<file path="config.mk">
export PLATFORM = sky130hd
export DESIGN_NAME = card_hand_scanner_flat
export DESIGN_NICKNAME = d
export VERILOG_FILES = /design/src/rtl/card_hand_scanner_if.sv /design/src/rtl/card_hand_scanner.sv /design/src/flat_wrapper.sv
export SDC_FILE = /design/constraint.sdc
export NUM_CORES = 1
export LEC_CHECK = 0
export BUFFER_PORTS_ARGS = -buffer_cell sky130_fd_sc_hd__buf_2
export CAP_MARGIN = 20
export CORE_MARGIN = 3
export CORE_UTILIZATION = 59
export DETAILED_ROUTE_END_ITERATION = 12
export PLACE_DENSITY = 0.8
export REMOVE_ABC_BUFFERS = 1
export SLEW_MARGIN = 20
export SYNTH_ARGS = -nofsm -noshare
export SYNTH_HDL_FRONTEND = slang
export SYNTH_SLANG_ARGS = --single-unit
</file>
<file path="constraint.sdc">
create_clock -name vga_clk -period 3.46 [get_ports vga_clk]
set_input_delay 0.346 -clock vga_clk [delete_from_list [all_inputs] [get_ports vga_clk]]
set_output_delay 0.346 -clock vga_clk [all_outputs]
set_load 0.05 [all_outputs]
</file>
<file path="src/rtl/card_hand_scanner_if.sv">
// Host-side configuration bus for the card hand scanner: shadow slot writes
// plus the selection highlight that is sampled into the shadow bank every cycle.
interface card_hand_scanner_if;
   logic       wr_en;
   logic [2:0] wr_slot;
   logic       wr_present;
   logic [2:0] wr_type;
   logic [3:0] wr_num;
   logic       sel_en;
   logic [2:0] sel_slot;

   modport master (
      output wr_en, wr_slot, wr_present, wr_type, wr_num, sel_en, sel_slot
   );

   modport slave (
      input  wr_en, wr_slot, wr_present, wr_type, wr_num, sel_en, sel_slot
   );
endinterface

</file>
<file path="src/rtl/card_hand_scanner.sv">
// Maps each scanned pixel onto a hand of card slots and drives the card renderer.
// Slot contents are double-buffered so the displayed hand only changes at frame_start.
module card_hand_scanner #(
   parameter int         NUM_SLOTS = 5,
   parameter logic [9:0] HAND_X0   = 10'd40,
   parameter logic [9:0] HAND_Y0   = 10'd400,
   parameter logic [9:0] PITCH     = 10'd64,
   parameter logic [6:0] CARD_W    = 7'd54,
   parameter logic [6:0] CARD_H    = 7'd68,
   parameter logic [9:0] RAISE     = 10'd12
) (
   input  logic                 vga_clk,
   input  logic                 reset,
   input  logic [9:0]           pixel_x,
   input  logic [9:0]           pixel_y,
   input  logic                 frame_start,
   card_hand_scanner_if.slave   wr_bus,
   output logic [6:0]           x_pos,
   output logic [6:0]           y_pos,
   output logic [2:0]           card_type,
   output logic [3:0]           card_num,
   output logic                 hit_d2,
   output logic [2:0]           slot_d2
);

   typedef struct packed {
      logic       present;
      logic [2:0] ctype;
      logic [3:0] cnum;
   } slot_t;

   typedef struct packed {
      logic       en;
      logic [2:0] slot;
   } sel_t;

   slot_t shadow_q [NUM_SLOTS];
   slot_t active_q [NUM_SLOTS];
   sel_t  shadow_sel_q;
   sel_t  active_sel_q;

   // ---------------------------------------------------------------
   // Slot banks
   // ---------------------------------------------------------------
   // NOTE: the banks are a handful of flops, not RAM, so they take the
   // synchronous reset like any other state; a reset mid-frame must blank
   // the hand until software repopulates it.
   always_ff @(posedge vga_clk) begin
      if (reset) begin
         for (int i = 0; i < NUM_SLOTS; i++) begin
            shadow_q[i] <= '0;
            active_q[i] <= '0;
         end
         shadow_sel_q <= '0;
         active_sel_q <= '0;
      end else begin
         // NOTE: non-blocking assignments mean the commit reads the shadow
         // as it was before any write landing on this same edge.
         if (frame_start) begin
            for (int i = 0; i < NUM_SLOTS; i++) begin
               active_q[i] <= shadow_q[i];
            end
            active_sel_q <= shadow_sel_q;
         end
         for (int i = 0; i < NUM_SLOTS; i++) begin
            if (wr_bus.wr_en && (wr_bus.wr_slot == 3'(i))) begin
               shadow_q[i] <= '{present: wr_bus.wr_present,
                                ctype:   wr_bus.wr_type,
                                cnum:    wr_bus.wr_num};
            end
         end
         shadow_sel_q <= '{en: wr_bus.sel_en, slot: wr_bus.sel_slot};
      end
   end

   // ---------------------------------------------------------------
   // Per-slot geometry: 11-bit differences, sign bit set means "left of"
   // or "above" the card, which is never a hit.
   // ---------------------------------------------------------------
   logic [NUM_SLOTS-1:0] slot_hit;
   logic [6:0]           slot_dx [NUM_SLOTS];
   logic [6:0]           slot_dy [NUM_SLOTS];

   for (genvar g = 0; g < NUM_SLOTS; g++) begin : g_slot
      localparam logic [10:0] SLOT_X0 = {1'b0, HAND_X0} + (11'(g) * {1'b0, PITCH});

      logic        raised;
      logic [10:0] top;
      logic [10:0] dx;
      logic [10:0] dy;

      assign raised = active_sel_q.en && (active_sel_q.slot == 3'(g));
      assign top    = {1'b0, HAND_Y0} - (raised ? {1'b0, RAISE} : 11'd0);
      assign dx     = {1'b0, pixel_x} - SLOT_X0;
      assign dy     = {1'b0, pixel_y} - top;

      assign slot_hit[g] = active_q[g].present
                        && !dx[10] && (dx < {4'b0, CARD_W})
                        && !dy[10] && (dy < {4'b0, CARD_H});
      assign slot_dx[g]  = dx[6:0];
      assign slot_dy[g]  = dy[6:0];
   end

   // ---------------------------------------------------------------
   // Slot select: slots never overlap, so at most one bit of slot_hit is set.
   // ---------------------------------------------------------------
   logic [6:0] x_pos_d;
   logic [6:0] y_pos_d;
   logic [2:0] card_type_d;
   logic [3:0] card_num_d;
   logic       hit_d;
   logic [2:0] slot_d;

   // NOTE: every output of this block gets a default first, so no path can
   // leave a value held and infer a latch.
   always_comb begin
      x_pos_d     = '0;
      y_pos_d     = '0;
      card_type_d = '0;
      card_num_d  = '0;
      hit_d       = 1'b0;
      slot_d      = '0;
      for (int i = 0; i < NUM_SLOTS; i++) begin
         if (slot_hit[i]) begin
            x_pos_d     = slot_dx[i];
            y_pos_d     = slot_dy[i];
            card_type_d = active_q[i].ctype;
            card_num_d  = active_q[i].cnum;
            hit_d       = 1'b1;
            slot_d      = 3'(i);
         end
      end
   end

   // ---------------------------------------------------------------
   // Stage 0 and the hit delay pipe matching the renderer's ROM latency.
   // ---------------------------------------------------------------
   logic       hit_d0;
   logic [2:0] slot_d0;
   logic       hit_d1;
   logic [2:0] slot_d1;

   always_ff @(posedge vga_clk) begin
      if (reset) begin
         x_pos     <= '0;
         y_pos     <= '0;
         card_type <= '0;
         card_num  <= '0;
         hit_d0    <= 1'b0;
         slot_d0   <= '0;
         hit_d1    <= 1'b0;
         slot_d1   <= '0;
         hit_d2    <= 1'b0;
         slot_d2   <= '0;
      end else begin
         x_pos     <= x_pos_d;
         y_pos     <= y_pos_d;
         card_type <= card_type_d;
         card_num  <= card_num_d;
         hit_d0    <= hit_d;
         slot_d0   <= slot_d;
         hit_d1    <= hit_d0;
         slot_d1   <= slot_d0;
         hit_d2    <= hit_d1;
         slot_d2   <= slot_d1;
      end
   end

endmodule

</file>
<file path="src/flat_wrapper.sv">
// flat-port wrapper written by rule: the top's interface ports become plain ports
module card_hand_scanner_flat 
#(
   parameter int         NUM_SLOTS = 5,
   parameter logic [9:0] HAND_X0   = 10'd40,
   parameter logic [9:0] HAND_Y0   = 10'd400,
   parameter logic [9:0] PITCH     = 10'd64,
   parameter logic [6:0] CARD_W    = 7'd54,
   parameter logic [6:0] CARD_H    = 7'd68,
   parameter logic [9:0] RAISE     = 10'd12
)
  (vga_clk, reset, pixel_x, pixel_y, frame_start, x_pos, y_pos, card_type, card_num, hit_d2, slot_d2, wr_bus_wr_en, wr_bus_wr_slot, wr_bus_wr_present, wr_bus_wr_type, wr_bus_wr_num, wr_bus_sel_en, wr_bus_sel_slot);
  card_hand_scanner_if wr_bus_i ();
  input  logic vga_clk;
  input  logic reset;
  input  logic [9:0] pixel_x;
  input  logic [9:0] pixel_y;
  input  logic frame_start;
  output logic [6:0] x_pos;
  output logic [6:0] y_pos;
  output logic [2:0] card_type;
  output logic [3:0] card_num;
  output logic hit_d2;
  output logic [2:0] slot_d2;
  input wire logic [$bits(wr_bus_i.wr_en)-1:0] wr_bus_wr_en;
  input wire logic [$bits(wr_bus_i.wr_slot)-1:0] wr_bus_wr_slot;
  input wire logic [$bits(wr_bus_i.wr_present)-1:0] wr_bus_wr_present;
  input wire logic [$bits(wr_bus_i.wr_type)-1:0] wr_bus_wr_type;
  input wire logic [$bits(wr_bus_i.wr_num)-1:0] wr_bus_wr_num;
  input wire logic [$bits(wr_bus_i.sel_en)-1:0] wr_bus_sel_en;
  input wire logic [$bits(wr_bus_i.sel_slot)-1:0] wr_bus_sel_slot;
  assign wr_bus_i.wr_en = wr_bus_wr_en;
  assign wr_bus_i.wr_slot = wr_bus_wr_slot;
  assign wr_bus_i.wr_present = wr_bus_wr_present;
  assign wr_bus_i.wr_type = wr_bus_wr_type;
  assign wr_bus_i.wr_num = wr_bus_wr_num;
  assign wr_bus_i.sel_en = wr_bus_sel_en;
  assign wr_bus_i.sel_slot = wr_bus_sel_slot;
  card_hand_scanner #(.NUM_SLOTS(NUM_SLOTS), .HAND_X0(HAND_X0), .HAND_Y0(HAND_Y0), .PITCH(PITCH), .CARD_W(CARD_W), .CARD_H(CARD_H), .RAISE(RAISE)) u_core (.vga_clk(vga_clk), .reset(reset), .pixel_x(pixel_x), .pixel_y(pixel_y), .frame_start(frame_start), .wr_bus(wr_bus_i), .x_pos(x_pos), .y_pos(y_pos), .card_type(card_type), .card_num(card_num), .hit_d2(hit_d2), .slot_d2(slot_d2));
endmodule
</file>
**After elaboration in Yosys (flattened, before gate mapping)**

Memory sizes are Yosys's and may differ from the RTL's.
Index checks and enable logic that the tools add are counted.

- Output and inout bits: 25
- Bits of input ports: 39
- Memories kept: 2
- Bits in writable memories: 80
- Bits in registers: 41
- Logic and storage cells: 167

- $lt $le $gt $ge: 10
- Multiplexer cells: 64
- Reduce and logical (&&, ||, !) cells: 43
- Bitwise operators: 10
- Equal/unequal tests: 8
- Add/sub/neg operators: 15

Memory list:

| memory | words | bits a word | rd ports | clocked after memory_dff | wr ports | RTL line | RTL |
|---|---|---|---|---|---|---|---|
| u_core.active_q | 5 | 8 | 5 | 0 | 5 | card_hand_scanner.sv:38 | `slot_t active_q [NUM_SLOTS];` |
| u_core.shadow_q | 5 | 8 | 5 | 0 | 5 | card_hand_scanner.sv:37 | `slot_t shadow_q [NUM_SLOTS];` |

Operators with widths:

| operator | number |
|---|---|
| $mux W8 | 10 |
| $mux W7 | 10 |
| $lt A11 B6 Y1 const B | 5 |
| $lt A11 B7 Y1 const B | 5 |
| $sub A10 B11 Y11 | 5 |
| $sub A9 B11 Y11 const A | 5 |
| $mux W4 | 10 |
| $logic_and A1 B1 Y1 | 30 |
| $mux W1 | 26 |
| $sub A10 B8 Y11 const B | 2 |
| $mux W3 | 6 |
| $eq A3 B2 Y1 const B | 4 |
| $sub A10 B6 Y11 const B | 1 |
| $sub A10 B7 Y11 const B | 1 |
| $sub A10 B9 Y11 const B | 1 |
| $logic_not A1 Y1 | 10 |
| $or A1 B1 Y1 | 10 |
| $eq A3 B1 Y1 const B | 2 |
| $eq A3 B3 Y1 const B | 2 |
| $logic_not A3 Y1 | 2 |
| $mux W2 | 2 |
| $reduce_or A2 Y1 | 1 |

**Logic depth before layout (Yosys ltp)**

Gate-level depths: netlist of run 1.

- Word-level depth: 13
- Gate-level depth with buffers: 16
- Mapped depth without buffers: 14

**Worst setup path after synthesis of run 1**

Ideal clock, no wire load.

- Path type: reg-to-reg
- From: register u_core.active_sel_q[1] in the netlist's numbering
- To: register u_core.y_pos[4]
- Data arrival time: 3009 ps
- Period minus slack after synthesis: 3078 ps
- Required time: 3391 ps
- Buffers on the path: 3
- Slack: 382 ps
- Setup time: 69 ps
- Cell stages (with the launch flop): 17
- Cells stage by stage: dfxtp_1 clkbuf_1 nand3b_1 inv_1 ha_1 inv_1 fa_1 a2111o_1 nor3_1 o32ai_1 nor4_1 and2_1 buf_2 buf_2 a21o_1 a32oi_1 o21ai_1

- Longest elaborated chain between the ends: 13
- Elaborated cells between the ends (all ways): 50
- Those cells by class: 10 x add/sub; 5 x order compare; 4 x eq/ne; 10 x mux; 21 x reduce/logical

Ends and longest elaborated chain:

| item | RTL line | RTL |
|---|---|---|
| from (decl) | card_hand_scanner.sv:40 | `sel_t active_sel_q;` |
| from (signal assigned) | card_hand_scanner.sv:63 | `active_sel_q <= shadow_sel_q;` |
| parallel branches: the longest is 12 deep, another holds $sub A9 B11 Y11 | n/a |  |
| $mux W7 (*) | card_hand_scanner.sv:124 | `if (slot_hit[i]) begin` |
| to (signal assigned) | card_hand_scanner.sv:157 | `y_pos <= y_pos_d;` |
| to (decl) | card_hand_scanner.sv:19 | `output logic [6:0] y_pos,` |

Every way passes the cells marked *.
A chain may end at the register's enable or synchronous reset.

**Final worst setup path of run 1**

- From: register u_core.active_sel_q[0] in the netlist's numbering
- To: register u_core.x_pos[2]

- Longest elaborated chain between the ends: 13
- Elaborated cells between the ends (all ways): 50
- Those cells by class: 10 x add/sub; 5 x order compare; 4 x eq/ne; 10 x mux; 21 x reduce/logical

Ends and longest elaborated chain:

| item | RTL line | RTL |
|---|---|---|
| parallel branches: the longest is 12 deep, another holds $sub A9 B11 Y11 | n/a |  |
| $mux W7 (*) | card_hand_scanner.sv:124 |  |
| to (signal assigned) | card_hand_scanner.sv:156 | `x_pos <= x_pos_d;` |
| to (decl) | card_hand_scanner.sv:18 | `output logic [6:0] x_pos,` |

Marked as above.

==> results.cfg, run 1 <==
[logic_synthesis]
synth_top_area_share_pct = 40.7
ys_async_sr_fraction_pct = 0
synth_area_per_cell_um2 = 11.2
yosys_warnings = 0
ys.flop_type = edfxtp_1
synth_edf_count = 80
synthTopCellsByArea = edfxtp_1 41%, dfxtp_1 14%, and2_1 6.5%
syn_area_um2 = 5900
synth.largest_area_cell = edfxtp_1
syn-instance-count = 526
synth.ff_latch_count = 121
yosysUniqueCellTypes = 83
yosysSeqAreaShare_pct = 54.6

[sta]
period_needed_ns = 3.31
finalSetupViolations = 0
hold_viol = 0
finalMaxSlewViolations = 0
finClkSkew_ns = 0.0111
timing.setup.tns_ns = 0
tightest_slew_ns = 0.891
maxSlewHeadroom_pct = 40.6
fmax_mhz = 302
hold_ws_ns = 0.0254
fin_crit_sh_pct = 95.6

[final_layout]
antenna_cells = 0
finalNonFillerCells = 748
stdcell_area_um2 = 7100
fillers = 632
layout-drive-gt1-share_pct = 24.7
fin_nets = 658
area_growth_pct = 20.4

[critical_path]
r2r_start = u_core.active_sel_q[0]
endpoint_kind = flip-flop
arrival_ns = 3.72
crit_path_start = u_core.active_sel_q[0]
crit_type = flip-flop to flip-flop
crit_required_ns = 3.88
cp_max_fo = 8
startpoint_type = flip-flop

[worst_hold_path]
hp-start = pixel_y[0]
min_path_type = input port to flip-flop

[outcome]
status = finished clean

[pwr]
power.leakage_nw = 2.81
power.total_w = 0.00364
ir_drop_uv = 490
power.density_nw_per_um2 = 512

[clock_tree]
clkSinkCount = 121
clk_latency_ns = 0.52
clockBufferDepth = 2
clk_pin_slew_worst_paths_ns = 0.06
htreeDepth = 4
cts_buffers = 17
cts_tree = built
root_buffer = clkbuf_8

[placed_design]
place_inst = 709
dp_hpwl_mm = 9.20
place_area_um2 = 6410
gp_congestion = 1.07
io_buffers = 63

[global_route]
antenna_found_initial = 0
grt_max_degree = 41
grtUsageTotal_pct = 25.0
grt_pass1_wl_mm = 21.8
overflow = 0
first_global_vias = 4480

[route]
via_per_inst = 6.05
first_pass_iters = 7
drc = 0
vias = 4523
drt_wl_total_mm = 13.6
avgRoutedWirePerCell_um = 18.2
dr.first_iter.drc_count = 352
antenna_left = 0

[run]
maxCapViolCount = 0

[die]
dieArea_um2 = 11200
die_w_um = 106
io_pins = 64
fp-row-count = 35
core_um2 = 9460
die_h_um = 106
initial_utilization_pct = 62.4
-- cell usage after synthesis (7+ instances only) --
master and instances:
edfxtp_1 80, and2_1 61, dfxtp_1 41, nand2_1 32, nor2_1 22, a21oi_1 19
clkbuf_1 18, nor2b_1 16, inv_1 14, a22oi_1 11, o21ai_0 11, buf_2 10
ha_1 10, nand3_1 10, a211oi_1 8, mux2i_1 8, nor3_1 8, a31oi_1 7
o21ai_1 7
-- stage by stage --
step,setup slack (ns),util [%]
5_1_grt,-0.0332,75.1
6_report,0.152,75.1
3_5_place_dp,0.00409,67.8
2_1_floorplan,0.265,-
4_1_cts,0.0745,74.1
3_3_place_gp,0.0248,67.8
-- worst paths after layout --
path         depth (start not counted)                 to  slack, ns
max reg2reg                         11    u_core.x_pos[2]       0.15
max                                 11    u_core.x_pos[2]       0.15
min                                  2    u_core.y_pos[0]       0.03
min reg2reg                          1  u_core.slot_d1[2]       0.44
-- registers in the layout, summed over array words and instances, names as in the netlist --
| register | cells |
|---|---|
| u_core.hit_d1 | 1 |
| u_core.hit_d0 | 1 |
| u_core.slot_d2 | 3 |
| u_core.slot_d1 | 3 |
| u_core.x_pos | 7 |
| u_core.slot_d0 | 3 |
| u_core.shadow_q | 40 |
| u_core.card_type | 3 |
| u_core.shadow_sel_q | 4 |
| u_core.hit_d2 | 1 |
| u_core.card_num | 4 |
| u_core.y_pos | 7 |
| u_core.active_q | 40 |
| u_core.active_sel_q | 4 |
-- area by class of cell --
type / count / area, um^2 / share of cell area (%)
well taps: 129 / 161 / 2.27
flip-flops and latches: 121 / 3230 / 45.5
clock inverters: 15 / 174 / 2.45
repair buffers: 92 / 533 / 7.50
multi-input cells: 358 / 2530 / 35.6
clock buffers: 17 / 414 / 5.83
inverters: 16 / 60.1 / 0.845
-- cell usage in the layout (no fill, tap or decap), types with 5 or more instances in the layout --
cell type / Yosys / final
ha_1: 10 / 9
inv_6: 0 / 5
o31ai_1: 6 / 6
inv_8: 0 / 5
nand2_1: 32 / 32
a21oi_1: 19 / 19
o21ai_0: 11 / 11
dfxtp_1: 41 / 38
xnor2_1: 5 / 5
mux2i_1: 8 / 8
nor2b_1: 16 / 15
nand3b_1: 6 / 6
a22oi_1: 11 / 11
nor4_1: 6 / 5
and2_1: 61 / 60
nor2_1: 22 / 22
a211oi_1: 8 / 8
o21ai_1: 7 / 7
clkbuf_16: 0 / 16
a31oi_1: 7 / 7
edfxtp_1: 80 / 80
inv_1: 14 / 13
xor2_1: 6 / 6
buf_2: 10 / 63
nor3_1: 8 / 7
a21o_1: 5 / 5
nand3_1: 10 / 10
buf_4: 1 / 29
-- layer usage --
metal | vias to the layer above | part of all wire, % | global-route usage, %
met4 | 0 | 2.1 | 9.34
met1 | 2121 | 40 | 31.5
met5 | - | 0 | 0
li1 | 2133 | - | -
met2 | 229 | 49 | 41.2
met3 | 40 | 8.7 | 7.04
-- report_power, final --
group	switching, W	leakage (nW)	internal [W]
clock	0.000769	0.289	0.000939
sequential	0.0000256	1.16	0.00163
combinational	0.000179	1.36	0.000101
-- logic make-up after synthesis --
logic type                 after synthesis  synth area share (%)
AOI/OAI and AO/OA                      122                  15.1
xor gates and xnor gates                11                  1.63
adders and majority gates               13                  3.14
buffers and inverters                   48                  3.33
DFF                                    121                  54.6
muxes                                    9                  1.55
other                                    1                0.0635
and+or+nand+nor                        201                  20.6
-- critical path, stage by stage, from the launching register on --
cell and delay (ns):
dfxtp_1 0.49, nand3b_1 0.24, inv_2 0.07, ha_1 0.30, a211oi_1 0.62, nand2_1 0.22
xnor2_1 0.17, o21ai_0 0.16, and2_4 0.22, nor3_2 0.37, a21oi_2 0.16, and2_1 0.18
-- timing repair --
item                                    CTS  global route
cloned                                    0             1
buffers inserted                          0             6
endpoints found under the hold margin     0             0
endpoints found under the setup margin    5            22
pin swaps                                 0             5
resized for setup                         2            14
hold buffers                              0             0
Note: power is estimated with default switching activity, not from simulation.
==> run 2, diff against run 1 <==
--- a/config.mk
+++ b/config.mk
@@ -6,11 +6,11 @@
 export NUM_CORES = 1
 export LEC_CHECK = 0
 export BUFFER_PORTS_ARGS = -buffer_cell sky130_fd_sc_hd__buf_2
-export CAP_MARGIN = 20
 export CORE_MARGIN = 3
 export CORE_UTILIZATION = 59
 export DETAILED_ROUTE_END_ITERATION = 12
 export PLACE_DENSITY = 0.8
+export RECOVER_POWER = 25
 export REMOVE_ABC_BUFFERS = 1
 export SLEW_MARGIN = 20
 export SYNTH_ARGS = -nofsm -noshare
==> run 2 against run 1 <==
Hold slack got worse by 0.0016 ns. Cell count did not move. Critical path type unchanged. Global-route usage is the same. Worst setup slack improved by 0.0097 ns.
==> results.cfg, run 2 (synthesis gave the netlist of run 1 again) <==
[global_route]
antenna_found_initial = 0
grtUsageTotal_pct = 25.0
first_global_vias = 4480
grt_use_met1_pct = 31.5
grt_max_degree = 41
grt_pass1_wl_mm = 21.8
overflow = 0
gr-max-usage-layer = met2
use_met2_pct = 41.2
grtUsageMet3_pct = 7.04

[placed_design]
io_buffers = 63
dp_hpwl_mm = 9.20
place_ws_ns = 0.00409
place_inst = 709
gp_congestion = 1.07

[die]
die_h_um = 106
core_um2 = 9460
dieArea_um2 = 11200
io_pins = 64
initial_utilization_pct = 62.4
die_w_um = 106
fp-row-count = 35

[critical_path]
crit_required_ns = 3.88
slowest_stage = a211oi_1
cp_cell_sequence = nand3b_1, inv_2, ha_1, a211oi_1, nand2_1, xnor2_1, o21ai_0, and2_4, nor3_2, a21oi_2, and2_1
endpoint_kind = flip-flop
max_stage_delay_ns = 0.63
cp_max_fo = 8
crit_type = flip-flop to flip-flop
cp_num_buf_inv = 1
startpoint_type = flip-flop
cp_top_family = simple AND/OR/NAND/NOR gates
arrival_ns = 3.72

[sta]
fmax_mhz = 303
finClkSkew_ns = 0.0115
finalSetupViolations = 0
timing.setup.tns_ns = 0
period_needed_ns = 3.30
fin_crit_sh_pct = 95.3
worst_slack_ns = 0.161
tightest_slew_ns = 0.898
finalMaxSlewViolations = 0
maxSlewHeadroom_pct = 40.1
hold_viol = 0

[route]
vias = 4535
avgRoutedWirePerCell_um = 18.3
antenna_left = 0
via_per_inst = 6.06
first_pass_iters = 8
dr.first_iter.drc_count = 363
drt_wl_total_mm = 13.7
drc = 0

[final_layout]
layout-drive-gt1-share_pct = 24.6
area_growth_pct = 20.3
fillers = 631
regArea_um2 = 3230
reg.largest.list = u_core.active_q (40), u_core.shadow_q (40)
layout_commonest_cell = edfxtp_1
finalNonFillerCells = 748
fin_nets = 658
multi_input_area_um2 = 2530
mostFrequentLayoutCells = 80 x edfxtp_1, 63 x buf_2, 58 x and2_1, 38 x dfxtp_1, 32 x nand2_1
antenna_cells = 0

[clock_tree]
clockBufferDepth = 2
clk_pin_slew_worst_paths_ns = 0.06
cts_buffers = 17
htreeDepth = 4
hold_buffers = 0
root_buffer = clkbuf_8
clkSinkCount = 121
cts_tree = built
clk_latency_ns = 0.53

[outcome]
status = finished clean

[pwr]
power.leakage_nw = 2.80
power.density_nw_per_um2 = 513
ir_drop_uv = 490

[run]
maxCapViolCount = 0

[worst_hold_path]
min_path_type = input port to flip-flop
-- run 2: routing by layer --
metal	wire [um]	vias up
met2	6700	232
li1	-	2133
met1	5570	2133
met3	1110	37
met5	0	-
met4	296	0
-- run 2: layout make-up --
class	instances	area share, %
timing repair buffer	92	7.45
inverter	16	0.846
sequential	121	45.5
clock inverter	15	2.45
multi-input combinational	358	35.7
clock buffer	17	5.83
tap	129	2.27
-- run 2: where the power goes --
group / leakage (nW) / switching, W / total [W] / internal, W
logic: 1.35 / 0.000179 / 0.000280 / 0.000101
clock network: 0.289 / 0.000771 / 0.00171 / 0.000939
registers: 1.16 / 0.0000256 / 0.00165 / 0.00163
-- run 2: path summary, 6_finish.rpt --
check | from | to | slack, ns | cells after the start
worst min register to register | u_core.slot_d0[2] | u_core.slot_d1[2] | 0.44 | 1
worst max-delay path | u_core.active_sel_q[0] | u_core.x_pos[2] | 0.16 | 11
worst min-delay path | pixel_y[0] | u_core.y_pos[0] | 0.02 | 2
worst max register to register | u_core.active_sel_q[0] | u_core.x_pos[2] | 0.16 | 11
-- run 2: what timing repair did --
action	4_1_cts	5_1_grt
pin swaps	0	5
setup buffers	0	6
endpoints found under the hold margin	0	0
gates cloned	0	1
setup endpoints to repair	5	22
gates resized for setup	2	14
-- run 2: metrics by stage --
stage	hold slack, ns	util (%)	area, um^2	power [W]
final	0.0238	75.1	7100	0.00364
after global routing	0.00530	75.1	7100	0.00378
after detailed placement	0.422	67.8	6410	0.00195
after floorplan	0.414	-	5770	0.00183
after CTS	0.00869	74.1	7010	0.00366
after global placement	0.417	67.8	6410	0.00194
==> run 3, diff against run 2 <==
--- a/config.mk
+++ b/config.mk
@@ -5,11 +5,12 @@
 export SDC_FILE = /design/constraint.sdc
 export NUM_CORES = 1
 export LEC_CHECK = 0
-export BUFFER_PORTS_ARGS = -buffer_cell sky130_fd_sc_hd__buf_2
+export ABC_AREA = 1
 export CORE_MARGIN = 3
-export CORE_UTILIZATION = 59
+export CORE_UTILIZATION = 60
 export DETAILED_ROUTE_END_ITERATION = 12
-export PLACE_DENSITY = 0.8
+export DONT_BUFFER_PORTS = 1
+export PLACE_DENSITY = 0.76
 export RECOVER_POWER = 25
 export REMOVE_ABC_BUFFERS = 1
 export SLEW_MARGIN = 20
==> run 3 against run 2 <==
The run now ends with max-capacitance violations, max-slew violations left. Synthesized area up 3.9%. Cell count up 22%. Critical path depth up 7. Final area shrank 3.3%. Worst setup slack improved by 0.17 ns. Largest cell class unchanged.
==> results.cfg, run 3 <==
[route]
drt_wl_total_mm = 13.4
dr.first_iter.drc_count = 303
drc = 0
vias = 4756
first_pass_iters = 5
via_per_inst = 5.23
antenna_left = 0
avgRoutedWirePerCell_um = 14.8

[critical_path]
cp_cell_sequence = inv_1, nor2_4, nand2_1, nor2_1, ha_1, inv_1, fa_1, xnor2_1, nand3_1, nor2_1, nor2_1, nor2_1, nand3_2, inv_1, nand2_1, nand2_1, o21bai_1, nand2_1
cp_max_fo = 9
crit_path_start = u_core.active_sel_q[3]
startpoint_type = flip-flop
arrival_ns = 3.59
slowest_stage = fa_1
crit_required_ns = 3.92
reg2regPathDepth = 18
r2r_start = u_core.active_sel_q[3]
crit_type = flip-flop to flip-flop
max_stage_delay_ns = 0.43
endpoint_kind = flip-flop
r2r_slack_ns = 0.33
regToRegEndpoint = u_core.card_type[0]
crit_end = u_core.card_type[0]

[logic_synthesis]
ys.flop_type = edfxtp_1
synth_common_cells = 184 x nand2_1, 133 x nor2_1, 116 x inv_1
yosysMostFrequentCell = nand2_1
synth.ff_latch_count = 121
ys_async_sr_fraction_pct = 0
synth_edf_count = 80
yosysSeqAreaShare_pct = 52.6
syn_area_um2 = 6130
synth.largest_area_cell = edfxtp_1
synthTopCellsByArea = edfxtp_1 39%, dfxtp_1 13%, nand2_1 11%
yosysUniqueCellTypes = 35
synth_area_per_cell_um2 = 8.17
syn-instance-count = 750
synth_top_area_share_pct = 39.2
yosys_warnings = 0

[final_layout]
area_growth_pct = 12.0
antenna_cells = 0
reg.largest.list = u_core.active_q (40), u_core.shadow_q (40)
layout-drive-gt1-share_pct = 8.37
fin_nets = 816
mostFrequentLayoutCells = 183 x nand2_1, 133 x nor2_1, 116 x inv_1, 80 x edfxtp_1, 64 x nand3_1
layout_commonest_cell = nand2_1

[global_route]
grt_pass1_wl_mm = 21.9
antenna_found_initial = 0
grtUsageTotal_pct = 24.6
first_global_vias = 4658
grt_max_degree = 45
overflow = 0

[pwr]
ir_drop_uv = 498
power.total_w = 0.00354
power.leakage_nw = 3.29
power.density_nw_per_um2 = 516

[clock_tree]
clk_pin_slew_worst_paths_ns = 0.06
clkSinkCount = 121
cts_buffers = 17
clockBufferDepth = 2
root_buffer = clkbuf_8
clk_latency_ns = 0.52
postCtsSetupBuffers = 0
cts_tree = built
htreeDepth = 4

[placed_design]
dp_hpwl_mm = 9.39
place_ws_ns = 0.255
gp_congestion = 0.954
io_buffers = 0

[sta]
worst_slack_ns = 0.334
finalSetupViolations = 0
timing.setup.tns_ns = 0
maxSlewHeadroom_pct = -92.8
fmax_mhz = 320
rsz0062_at_grt = no
fin_crit_sh_pct = 90.4
hold_viol = 0
tightest_slew_ns = 2.89
period_needed_ns = 3.13
finClkSkew_ns = 0.00995
finalMaxSlewViolations = 45

[die]
initial_utilization_pct = 62.1
dieArea_um2 = 11500
core_um2 = 9860
io_pins = 64
die_w_um = 107
die_h_um = 107
fp-row-count = 36

[run]
maxCapViolCount = 1

[worst_hold_path]
min_path_cells = 4
min_path_type = input port to flip-flop

[outcome]
violations = max-capacitance violations, max-slew violations
status = complete, but fails checks
[run 3: cell count changes after synthesis, moves of 16 or more]
cell | previous run | this run
nor2b_1 | 16 | 0
nand2_1 | 32 | 184
nor2_1 | 22 | 133
nand3_1 | 10 | 64
and2_1 | 61 | 0
inv_1 | 14 | 116
[run 3: worst min-delay path by stage]
stage / end / start
6_report: u_core.y_pos[5] / pixel_y[5]
5_1_grt: u_core.y_pos[4] / pixel_y[4]
4_1_cts: u_core.y_pos[4] / pixel_y[4]
3_5_place_dp: u_core.slot_d1[1] / u_core.slot_d0[1]
3_3_place_gp: u_core.hit_d2 / u_core.hit_d1
2_1_floorplan: u_core.hit_d1 / u_core.hit_d0
[run 3: logic make-up after synthesis]
kind of cell | Yosys count | synth area share, %
AO/OA/AOI/OAI | 41 | 3.86
XOR/XNOR | 8 | 1.14
adder cells (fa/ha/maj) | 13 | 3.02
buffers and inverters | 144 | 9.72
flip-flops | 121 | 52.6
other | 1 | 0.0612
AND/OR/NAND/NOR | 422 | 29.6
[run 3: cell type report]
| type | instances | area (um^2) |
|---|---|---|
| fill | 744 | 3000 |
| sequential | 121 | 3220 |
| timing repair buffer | 14 | 135 |
| clock buffer | 20 | 425 |
| clock inverter | 12 | 126 |
| tap | 133 | 166 |
| inverter | 125 | 469 |
| multi-input combinational | 485 | 2320 |
[run 3: metal layers]
layer  routed length, um  part of all wire (%)  global-route usage [%]  up-vias
li1                    -                     -                       -     2387
met1                5650                    42                    29.6     2202
met2                6820                    51                    42.6      137
met3                 644                   4.8                    5.60       30
met4                 316                   2.4                    10.0        0
met5                   0                     0                       0        -
[run 3: through the flow]
step / instance area, um^2 / util, % / instances / hold WS, ns
floorplan: 6000 / - / 731 / 0.388
global placement: 6180 / 62.7 / 866 / 0.389
detailed placement: 6190 / 62.7 / 866 / 0.399
CTS: 6860 / 69.5 / 910 / 0.0425
global route: 6870 / 69.6 / 910 / 0.0634
finish: 6870 / 69.6 / 910 / 0.0764
[run 3: timing repair]
action                                 in CTS  in global routing
hold buffers                               12                  0
endpoints found under the hold margin      23                  0
gates resized for setup                     0                  1
setup endpoints to repair                   0                 11
[run 3: where the power goes]
part	total (W)	internal [W]	switching (W)
Clock	0.00163	0.00102	0.000609
Sequential	0.00165	0.00163	0.0000270
Combinational	0.000259	0.0000810	0.000178
Total	0.00354	0.00273	0.000814
[run 3: critical path, delay by kind of cell, from the launching register on]
| kind | cells | cell delay, ns |
|---|---|---|
| XOR/XNOR | 1 | 0.25 |
| buffers and inverters | 3 | 0.40 |
| flip-flops | 1 | 0.30 |
| adder cells (fa/ha/maj) | 2 | 0.68 |
| AO/OA/AOI/OAI | 1 | 0.06 |
| AND/OR/NAND/NOR | 11 | 1.38 |
